===== config.mk =====
export PLATFORM = sky130hd
export DESIGN_NAME = rr_arbiter_8
export DESIGN_NICKNAME = d
export VERILOG_FILES = /design/src/rtl/rr_arbiter_8.sv
export SDC_FILE = /design/constraint.sdc
export NUM_CORES = 1
export LEC_CHECK = 0
export BUFFER_PORTS_ARGS = -buffer_cell sky130_fd_sc_hd__buf_2
export CAP_MARGIN = 15
export CORE_MARGIN = 4
export CORE_UTILIZATION = 40
export CTS_BUF_LIST = sky130_fd_sc_hd__clkbuf_16
export DETAILED_ROUTE_END_ITERATION = 12
export GPL_TIMING_DRIVEN = 1
export PLACE_DENSITY = 0.63
export SETUP_SLACK_MARGIN = 0.4
export SLEW_MARGIN = 20
export SYNTH_ARGS = -nofsm -noshare
export SYNTH_HDL_FRONTEND = slang
export SYNTH_SLANG_ARGS = --single-unit
export TNS_END_PERCENT = 100

===== constraint.sdc =====
create_clock -name clk -period 4.1 [get_ports clk]
set_input_delay 0.82 -clock clk [delete_from_list [all_inputs] [get_ports clk]]
set_output_delay 0.82 -clock clk [all_outputs]
set_load 0.02 [all_outputs]

===== src/rtl/rr_arbiter_8.sv =====
// rr_arbiter_8 -- eight-way round-robin arbiter with registered one-hot and
// binary grant outputs.
//
// Optional feature macro: ARB_TIMEOUT_EN
//   Defined     : an owner that has held the grant for HOLD_MAX consecutive
//                 cycles is revoked as soon as another requester is waiting,
//                 and expire pulses for one cycle alongside the new grant.
//   Not defined : the owner keeps the grant until it releases, expire is
//                 tied low and HOLD_MAX has no effect.

module rr_arbiter_8 #(
   parameter int HOLD_MAX = 15
) (
   input  logic       clk,
   input  logic       rst,
   input  logic [7:0] req,
   output logic [7:0] gnt,
   output logic [2:0] gnt_idx,
   output logic       gnt_valid,
   output logic       expire
);

   typedef enum logic {
      IDLE  = 1'b0,
      GRANT = 1'b1
   } arb_state_t;

   arb_state_t state;

   // First index examined by the next search; always one past the last winner.
   logic [2:0] ptr;

   // Candidates for the next search. Masking out the current owner costs
   // nothing in IDLE (gnt is zero) or on a release (its req bit is already
   // low), and gives the owner exclusion a hold-limit revocation needs.
   logic [7:0] cand;
   logic       pick_found;
   logic [2:0] pick_idx;

   // Decisions for the coming edge.
   logic take_new;
   logic go_idle;

   // Circular priority search: the lowest distance from start wins. Walking
   // the distances from far to near lets the nearest hit overwrite the rest.
   function automatic logic [3:0] rr_pick(input logic [7:0] vec,
                                          input logic [2:0] start);
      logic [3:0] result;
      logic [2:0] idx;
      result = 4'd0;
      for (int k = 7; k >= 0; k--) begin
         idx = start + 3'(k);
         if (vec[idx]) begin
            result = {1'b1, idx};
         end
      end
      return result;
   endfunction

   // A hold limit outside 1..255 cannot be represented by the 8-bit counter.
   if (HOLD_MAX < 1 || HOLD_MAX > 255) begin : g_hold_max_range
      $error("rr_arbiter_8: HOLD_MAX must lie in 1..255");
   end

`ifdef ARB_TIMEOUT_EN
   localparam logic [7:0] HOLD_LAST = 8'(HOLD_MAX - 1);

   // Consecutive cycles the current owner has held the grant, minus one.
   logic [7:0] hcnt;
   logic       revoke;
   logic       expire_r;

   assign expire = expire_r;
`else
   assign expire = 1'b0;
`endif

   // Search the non-owner requesters starting from the round-robin pointer.
   always_comb begin
      logic [3:0] pick;
      cand       = req & ~gnt;
      pick       = rr_pick(cand, ptr);
      pick_found = pick[3];
      pick_idx   = pick[2:0];
   end

   // Decide whether the coming edge hands out a new grant or drops to idle.
   always_comb begin
      take_new = 1'b0;
      go_idle  = 1'b0;
`ifdef ARB_TIMEOUT_EN
      revoke   = 1'b0;
`endif
      case (state)
         IDLE: begin
            take_new = pick_found;
         end
         GRANT: begin
            if (!req[gnt_idx]) begin
               take_new = pick_found;
               go_idle  = !pick_found;
            end
`ifdef ARB_TIMEOUT_EN
            else if (hcnt == HOLD_LAST && pick_found) begin
               take_new = 1'b1;
               revoke   = 1'b1;
            end
`endif
         end
         default: begin
            go_idle = 1'b1;
         end
      endcase
   end

   // Arbiter state machine; every output is a flop updated here.
   always_ff @(posedge clk) begin
      if (rst) begin
         state     <= IDLE;
         ptr       <= 3'd0;
         gnt       <= 8'h00;
         gnt_idx   <= 3'd0;
         gnt_valid <= 1'b0;
`ifdef ARB_TIMEOUT_EN
         hcnt      <= 8'd0;
         expire_r  <= 1'b0;
`endif
      end else begin
`ifdef ARB_TIMEOUT_EN
         expire_r <= revoke;
`endif
         if (take_new) begin
            state     <= GRANT;
            gnt       <= 8'b1 << pick_idx;
            gnt_idx   <= pick_idx;
            gnt_valid <= 1'b1;
            ptr       <= pick_idx + 3'd1;
`ifdef ARB_TIMEOUT_EN
            hcnt      <= 8'd0;
`endif
         end else if (go_idle) begin
            state     <= IDLE;
            gnt       <= 8'h00;
            gnt_idx   <= 3'd0;
            gnt_valid <= 1'b0;
`ifdef ARB_TIMEOUT_EN
            hcnt      <= 8'd0;
`endif
         end
`ifdef ARB_TIMEOUT_EN
         else if (state == GRANT && hcnt != HOLD_LAST) begin
            hcnt <= hcnt + 8'd1;
         end
`endif
      end
   end

endmodule


==> results of run 1 <==
## layer usage
layer / wire [um] / up-vias
met2: 2733 / 74
met1: 2166 / 876
met5: 0 / -
met4: 155 / 0
met3: 316 / 16
li1: - / 837
## worst max-delay path, stage by stage (launching register included)
cell and delay (ns):
dfxtp_1 0.59, ha_2 0.39, xnor2_1 0.29, mux4_2 0.40
mux2i_1 0.32, nor2_1 0.14, o41ai_4 0.42, nand2_2 0.14
and2b_1 0.24, ha_1 0.23, mux2i_1 0.13, nor2_1 0.05
## stage by stage
| step | instances | hold WS [ns] | total power, uW | area, sq um | setup slack (ns) |
|---|---|---|---|---|---|
| 2_1_floorplan | 208 | 0.5483 | 1272 | 1932 | 0.9685 |
| 3_3_place_gp | 274 | 0.4958 | 1533 | 2058 | 0.5669 |
| 3_5_place_dp | 274 | 0.5001 | 1540 | 2058 | 0.5973 |
| 6_report | 278 | 0.5094 | 1731 | 2142 | 0.6382 |
| 4_1_cts | 278 | 0.5065 | 1728 | 2137 | 0.5717 |
| 5_1_grt | 278 | 0.5370 | 1864 | 2142 | 0.4108 |
## worst paths after layout
path                from     end
setup / recovery  ptr[1]  ptr[2]
hold / removal    gnt[3]  gnt[3]
setup reg to reg  ptr[1]  ptr[2]
hold reg to reg   gnt[3]  gnt[3]
## sequential cells by signal (all words and copies together) (netlist names)
signal	cells
gnt_idx	3
gnt	8
state	1
ptr	3
## cells in the mapped netlist (3+ instances only)
library cell | instances | area (sq um)
nor2b_1 | 8 | 50.05
clkbuf_1 | 4 | 15.01
nand2b_1 | 12 | 75.07
nand2_1 | 12 | 45.04
o211ai_1 | 6 | 45.04
buf_2 | 4 | 20.02
ha_1 | 4 | 50.05
nor3_1 | 4 | 20.02
nand3_1 | 8 | 40.04
inv_1 | 4 | 15.01
nor2_1 | 11 | 41.29
o221ai_1 | 4 | 35.03
mux2i_1 | 6 | 60.06
mux4_2 | 14 | 315.3
a211oi_1 | 4 | 30.03
and3b_1 | 4 | 35.03
a21oi_1 | 10 | 50.05
nor3b_1 | 6 | 45.04
dfxtp_1 | 15 | 300.3
o21ai_0 | 7 | 35.03
or2_1 | 3 | 18.77
## kinds of logic (layout without fill, tap and decap cells)
| kind of cell | Yosys count | after routing |
|---|---|---|
| adders and majority gates | 4 | 4 |
| other | 1 | 1 |
| xor gates and xnor gates | 3 | 3 |
| DFF | 15 | 15 |
| buffers and inverters | 19 | 35 |
| and+or+nand+nor | 86 | 86 |
| muxes | 25 | 25 |
| AOI/OAI and AO/OA | 55 | 55 |
## area by class of cell
| type | count | share of cell area |
|---|---|---|
| Clock buffer | 3 | 0.03505 |
| Inverter | 6 | 0.01285 |
| Sequential cell | 15 | 0.1402 |
| Timing Repair Buffer | 25 | 0.06308 |
| Tap cell | 54 | 0.03154 |
| Clock inverter | 1 | 0.001752 |
| Multi-Input combinational cell | 174 | 0.7155 |
## where the power goes
group	switching (uW)	internal (uW)
clock	53.5	129
combinational	727	553
sequential	78.5	190
total	859	871
==> flow_summary.toml, run 1 <==
[worst_hold_path]
hold_path.class = "register to register"
holdPathStages = 2

[layout]
layout_common_cells = "buf_2, dfxtp_1, mux4_2"
layout-drive-gt1-share = 0.2902
finish.utilization = 0.4565
nFillCells = 463
num_antenna_cells = 0
multi_input_area_sq_um = 1533
nets = 239
final_common_cell = "buf_2"
areaGrowthSynthToFinish_pct = 10.88
regArea_sq_um = 300.3

[synth]
synth_mux_area_frac = 0.2403
synthFlopType = "dfxtp_1"
async_flop_share = 0
synthesis.nets = 222
synth_compound_area_frac = 0.2202
synth_edf_count = 0
yosys.cell_types.count = 68
ys_warn_count = 0
netlist_instances = 208
yosys.area_share.adder = 0.02591
ys_seq_elements = 15
ys_seq_area_frac = 0.1554
syn_area_sq_um = 1932
yosys.area_share.xor_xnor = 0.01749
yosys.area_share.simple = 0.2850
synth_top_family_by_area = "simple AND/OR/NAND/NOR gates"
syn_area_per_cell_sq_um = 9.288

[global_routing]
busiest_layer = "met2"
grt_pass1_vias = 1741
use_met1 = 0.2304
met3_usage = 0.01740
use_met2 = 0.3126
grt_start_max_net_pins = 14
grt_pass1_wl_um = 8797
grt_overflow = 0
grt_util_all_layers = 0.1801
antenna_found_initial = 0

[floorplan]
core_area_sq_um = 4692
dieWidth_um = 77.50
start_util = 0.4117
rows = 25
die_y_um = 77.50
fp.dieArea_sq_um = 6005
io_pins = 23

[timing]
grt_setup_unrepaired = "false"
drv_slew = 0
worstMarginPinSlew_ns = 0.6610
setup_viol = 0
fin_crit_ns = 3.462
finalSetupTns_ns = 0
skew_ns = 0.001913
finalHoldViolCount = 0
max_freq_ghz = 0.2889
maxSlewHeadroom = 0.5567
finalCritPeriodShare = 0.8443

[drt]
via_per_inst = 6.486
wl_per_cell_um = 19.32
drc = 0
vias = 1803
drt_iter0_drc = 180
wl_um = 5371
dr.pass1.iters = 4
drtAntennaViolNets = 0

[run]
max_cap_violations = 0

[clock_tree]
cts_tree = "built"
path_clk_slew_ns = 0.05
cts_hold_buffers = 0
cts_buffers = 3
post_cts_buffers = 0
cts_buffer_depth = 2
ctsResizeCount = 0
cts_sinks = 15
cts-root-buf = "clkbuf_16"
clk_latency_ns = 0.24
htree_levels = 1

[pwr]
leakage_uw = 0.0008273
ir_drop_mv = 0.4482
power_density_nw_per_um2 = 807.9

[placed_design]
place.detailed.hpwl_um = 4311
io_buffer_count = 21
place_congestion = 0.9543

[critical_path]
arrival_ns = 3.59
critPathRequiredTime_ns = 4.22
path_max_fanout = 13
end_kind = "register"
cp-start-kind = "register"
r2r_setup_slack_ns = 0.64
crit_type = "register to register"
reg2reg_depth = 11

[run_status]
status = "completed"
No activity file was read; power rests on OpenSTA's default activity.
==> run 2, diff against run 1 <==
--- a/config.mk
+++ b/config.mk
@@ -12,7 +12,7 @@
 export CTS_BUF_LIST = sky130_fd_sc_hd__clkbuf_16
 export DETAILED_ROUTE_END_ITERATION = 12
 export GPL_TIMING_DRIVEN = 1
-export PLACE_DENSITY = 0.63
+export PLACE_DENSITY = 0.66
 export SETUP_SLACK_MARGIN = 0.4
 export SLEW_MARGIN = 20
 export SYNTH_ARGS = -nofsm -noshare
==> constraint.sdc (replaced) <==
create_clock -name clk -period 3.1 [get_ports clk]
set_input_delay 0.62 -clock clk [delete_from_list [all_inputs] [get_ports clk]]
set_output_delay 0.62 -clock clk [all_outputs]
set_load 0.02 [all_outputs]
==> run 2 against run 1 <==
Clock power up 40%; core utilization rose by 8.9 points; register-to-register slack got worse by 0.44 ns; die area unchanged; cell count increased by 10%; clock skew is 0.0047 ns higher; final area grew 19%; sequential share of layout area fell by 1.9 points; combinational power increased by 87%; first-iteration DRC count decreased by 35%; flip-flop and latch count did not move; count of clock-buffer cells in the layout unchanged.
==> flow_summary.toml, run 2 (synthesis gave the netlist of run 1 again) <==
[run_status]
status = "completed"

[layout]
reg_top3 = "gnt (8), gnt_idx (3), ptr (3)"
final_common_cell = "buf_4"
num_antenna_cells = 0
top_register = "gnt"
nets = 267
layout-drive-gt1-share = 0.4563
layout_common_cells = "buf_4, buf_2, mux4_2"
areaGrowthSynthToFinish_pct = 32.45
largest_reg_flops = 8

[pwr]
leakage_uw = 0.0009919
ir_drop_mv = 0.8074
power_density_nw_per_um2 = 1176

[critical_path]
end_kind = "register"
critPathRequiredTime_ns = 3.22
path_max_fanout = 6
arrival_ns = 3.02
crit_type = "register to register"
cp-start-kind = "register"

[drt]
vias = 1976
wl_um = 5980
drtAntennaViolNets = 0
dr.pass1.iters = 4
via_per_inst = 6.458
wl_per_cell_um = 19.54
drt_iter0_drc = 117
drc = 0

[floorplan]
die_y_um = 77.50
fp.dieArea_sq_um = 6005
core_area_sq_um = 4692
io_pins = 23
dieWidth_um = 77.50
rows = 25
start_util = 0.4117

[global_routing]
grt_start_max_net_pins = 19
grt_pass1_vias = 1898
antenna_found_initial = 0
grt_util_all_layers = 0.1997
grt_pass1_wl_um = 9646
grt_overflow = 0

[timing]
skew_ns = 0.006628
finalSetupTns_ns = 0
setup_ws_ns = 0.1964
finalHoldViolCount = 0
finalCritPeriodShare = 0.9366
setup_viol = 0
grt_setup_unrepaired = "true"
drv_slew = 0
fin_crit_ns = 2.904
max_freq_ghz = 0.3444

[placed_design]
place.detailed.hpwl_um = 4481
io_buffer_count = 21
pre_cts_ws_ns = 0.05388
place_congestion = 1.013

[clock_tree]
cts_hold_buffers = 0
path_clk_slew_ns = 0.05
htree_levels = 1
cts_buffer_depth = 2
cts-root-buf = "clkbuf_16"
cts_buffers = 3
cts_tree = "built"
cts_sinks = 15
clk_latency_ns = 0.25

[worst_hold_path]
hold_path.class = "register to register"

[run]
max_cap_violations = 0
==> run 2: timing repair <==
item	4_1_cts	5_1_grt
endpoints found under the setup margin	12	14
endpoints found under the hold margin	0	0
pin swaps	13	13
setup buffers	10	3
resized for setup	22	15
==> run 2: per-layer routing <==
layer / routed length [um] / vias to the layer above / global-route usage
li1: - / 900 / -
met1: 2435 / 974 / 0.2679
met2: 3044 / 89 / 0.3420
met3: 368 / 13 / 0.01972
met4: 131 / 0 / 0.05338
met5: 0 / - / 0
==> run 2: layout make-up <==
cell class              count  area (sq um)
clock buffers               3         75.07
clock inverters             1         7.507
fillers                   430          2133
inverters                   6         30.03
multi-input cells         174          1683
flip-flops and latches     15         309.0
well taps                  54         67.56
repair buffers             53         386.6
==> run 2: path summary, 6_finish.rpt <==
path	cells after the start	endpoint	slack (ns)	startpoint
min	2	gnt[0]	0.51	gnt[0]
min reg2reg	2	gnt[0]	0.51	gnt[0]
max reg2reg	12	ptr[2]	0.20	ptr[0]
max	12	ptr[2]	0.20	ptr[0]
==> run 2: worst max-delay path: stages (launching register included) <==
cell	delay [ns]
dfxtp_4	0.40
inv_6	0.05
ha_4	0.27
inv_4	0.11
mux4_2	0.58
o221ai_1	0.21
o21ai_1	0.12
o21ai_0	0.26
a21oi_2	0.12
inv_1	0.16
ha_2	0.30
mux2i_1	0.12
nor2_1	0.06
==> run 2: where the power goes <==
group | switching, uW | internal [uW]
clock network | 81.0 | 174
logic | 1220 | 1180
registers | 93.7 | 256
total | 1400 | 1610
==> run 2: metrics by stage <==
step           std cells  hold slack (ns)  power (uW)  cell area, sq um  utilization
2_1_floorplan        208           0.5483        1758              1988            -
3_3_place_gp         289           0.4821        2286              2211       0.4712
3_5_place_dp         289           0.4905        2290              2211       0.4712
4_1_cts              303           0.4970        2774              2459       0.5240
5_1_grt              306           0.5346        3183              2559       0.5453
6_report             306           0.5052        3008              2559       0.5453
==> run 3, diff against run 2 <==
--- a/config.mk
+++ b/config.mk
@@ -8,11 +8,12 @@
 export BUFFER_PORTS_ARGS = -buffer_cell sky130_fd_sc_hd__buf_2
 export CAP_MARGIN = 15
 export CORE_MARGIN = 4
-export CORE_UTILIZATION = 40
+export CORE_UTILIZATION = 51
 export CTS_BUF_LIST = sky130_fd_sc_hd__clkbuf_16
 export DETAILED_ROUTE_END_ITERATION = 12
 export GPL_TIMING_DRIVEN = 1
-export PLACE_DENSITY = 0.66
+export PLACE_DENSITY = 0.79
+export RECOVER_POWER = 100
 export SETUP_SLACK_MARGIN = 0.4
 export SLEW_MARGIN = 20
 export SYNTH_ARGS = -nofsm -noshare
==> run 3 against run 2 <==
First-iteration DRC count rose by 57%; largest cell class unchanged; sequential power barely moved; non-clock buffer count decreased by 5; hold slack gained 0.0083 ns; largest power group unchanged; sequential share of layout area grew 0.86 points; critical path depth down 1; clock power shrank 3%; global-route usage increased by 3.7 points.
==> flow_summary.toml, run 3 (synthesis gave the netlist of run 1 again) <==
[run_status]
status = "completed"

[worst_hold_path]
hold_path.class = "register to register"

[timing]
finalHoldViolCount = 0
skew_ns = 0.0006200
finalSetupTns_ns = 0
max_freq_ghz = 0.3502
setup_viol = 0
setup_ws_ns = 0.2442
fin_crit_ns = 2.856
finalCritPeriodShare = 0.9212
grt_setup_unrepaired = "true"
drv_slew = 0

[placed_design]
place.detailed.hpwl_um = 4266
io_buffer_count = 21
place_congestion = 0.9632
pre_cts_ws_ns = 0.06914

[floorplan]
start_util = 0.5277
die_y_um = 69.55
dieWidth_um = 69.55
io_pins = 23
fp.dieArea_sq_um = 4837
core_area_sq_um = 3661
rows = 22

[layout]
layout_common_cells = "buf_4, mux4_2"
top_register = "gnt"
num_antenna_cells = 0
layout-drive-gt1-share = 0.3401
largest_reg_flops = 8
nets = 262
areaGrowthSynthToFinish_pct = 22.67
reg_top3 = "gnt (8), gnt_idx (3), ptr (3)"
final_common_cell = "buf_4"

[run]
max_cap_violations = 0

[drt]
wl_per_cell_um = 18.81
via_per_inst = 6.414
drt_iter0_drc = 184
drtAntennaViolNets = 0
highest_layer = "met4"
drc = 0
wl_met2_um = 2903
met3WireLength_um = 378
drt-met1-wl_um = 2219
wl_um = 5549
vias = 1892
dr.pass1.iters = 4

[critical_path]
path_cells = "buf_6, mux4_1, mux2i_1, clkbuf_4, a21oi_1, or4b_1, nand3_4, and2b_1, ha_1, mux2i_1, nor2_1"
critPathRequiredTime_ns = 3.22
cpMostUsedCell = "mux2i_1"
critical_path.max_stage_delay_ns = 0.56
cp-start-kind = "register"
end_kind = "register"
cp_slowest_cell = "mux4_1"
crit_type = "register to register"
arrival_ns = 2.98
path_max_fanout = 18

[global_routing]
grt_util_all_layers = 0.2368
grt_pass1_vias = 1828
grt_pass1_wl_um = 9335
antenna_found_initial = 0
grt_start_max_net_pins = 19
grt_overflow = 0

[clock_tree]
clk_latency_ns = 0.24
cts_tree = "built"
path_clk_slew_ns = 0.05
cts_sinks = 15
cts_buffer_depth = 2
htree_levels = 1
cts-root-buf = "clkbuf_16"
cts_buffers = 3

[pwr]
ir_drop_mv = 0.7452
power_density_nw_per_um2 = 1117
switching_power_uw = 1257
internal_power_uw = 1390
clkPwrFrac = 0.094
power.total_uw = 2647
power_frac_comb = 0.773
power_frac_seq = 0.133
leakage_uw = 0.0008973
switching_share = 0.4749
[run 3: path summary, 6_finish.rpt]
| path | start | endpoint | slack (ns) | cells after the start |
|---|---|---|---|---|
| min reg2reg | gnt[0] | gnt[0] | 0.51 | 2 |
| max reg2reg | ptr[0] | ptr[2] | 0.24 | 11 |
| min | gnt[0] | gnt[0] | 0.51 | 2 |
| max | ptr[0] | ptr[2] | 0.24 | 11 |
[run 3: critical path, delay by kind of cell (launching register included)]
kind | cells | cell delay, ns
mux | 3 | 1.02
simple gates | 4 | 0.56
buf+inv | 2 | 0.43
flops | 1 | 0.39
fa+ha+maj | 1 | 0.27
compound gates | 1 | 0.06
[run 3: routing by layer]
metal  track usage  vias up
met2        0.4206       99
met3       0.02029        5
met1        0.3102      898
li1              -      890
met5             0        -
met4       0.05423        0
[run 3: metrics by stage]
| stage | utilization | cells | hold WS (ns) | cell area (sq um) |
|---|---|---|---|---|
| 2_1_floorplan | - | 208 | 0.5483 | 1988 |
| 3_3_place_gp | 0.6059 | 285 | 0.4890 | 2218 |
| 3_5_place_dp | 0.6059 | 285 | 0.5002 | 2218 |
| 4_1_cts | 0.6500 | 294 | 0.5091 | 2380 |
| 5_1_grt | 0.6473 | 295 | 0.5377 | 2370 |
| 6_report | 0.6473 | 295 | 0.5135 | 2370 |
[run 3: power by group through the flow]
| stage | combinational, uW | clock [uW] | sequential, uW |
|---|---|---|---|
| after floorplan | 1400 | 0 | 355 |
| after global routing | 2210 | 256 | 360 |
| after detailed placement | 1950 | 0 | 342 |
| after global placement | 1930 | 0 | 339 |
| final | 2050 | 248 | 352 |
| after CTS | 2030 | 249 | 349 |
[run 3: layout make-up]
type | instances | area [sq um]
clock buffers | 3 | 75.07
clock inverters | 1 | 3.754
multi-input cells | 174 | 1592
flip-flops and latches | 15 | 306.5
fillers | 291 | 1291
repair buffers | 48 | 302.8
well taps | 48 | 60.06
inverters | 6 | 30.03
[run 3: timing repair]
item | CTS | global route
hold buffers | 0 | 0
gates resized for setup | 11 | 5
pin swaps | 8 | 3
buffers inserted | 5 | 1
endpoints found under the setup margin | 12 | 13
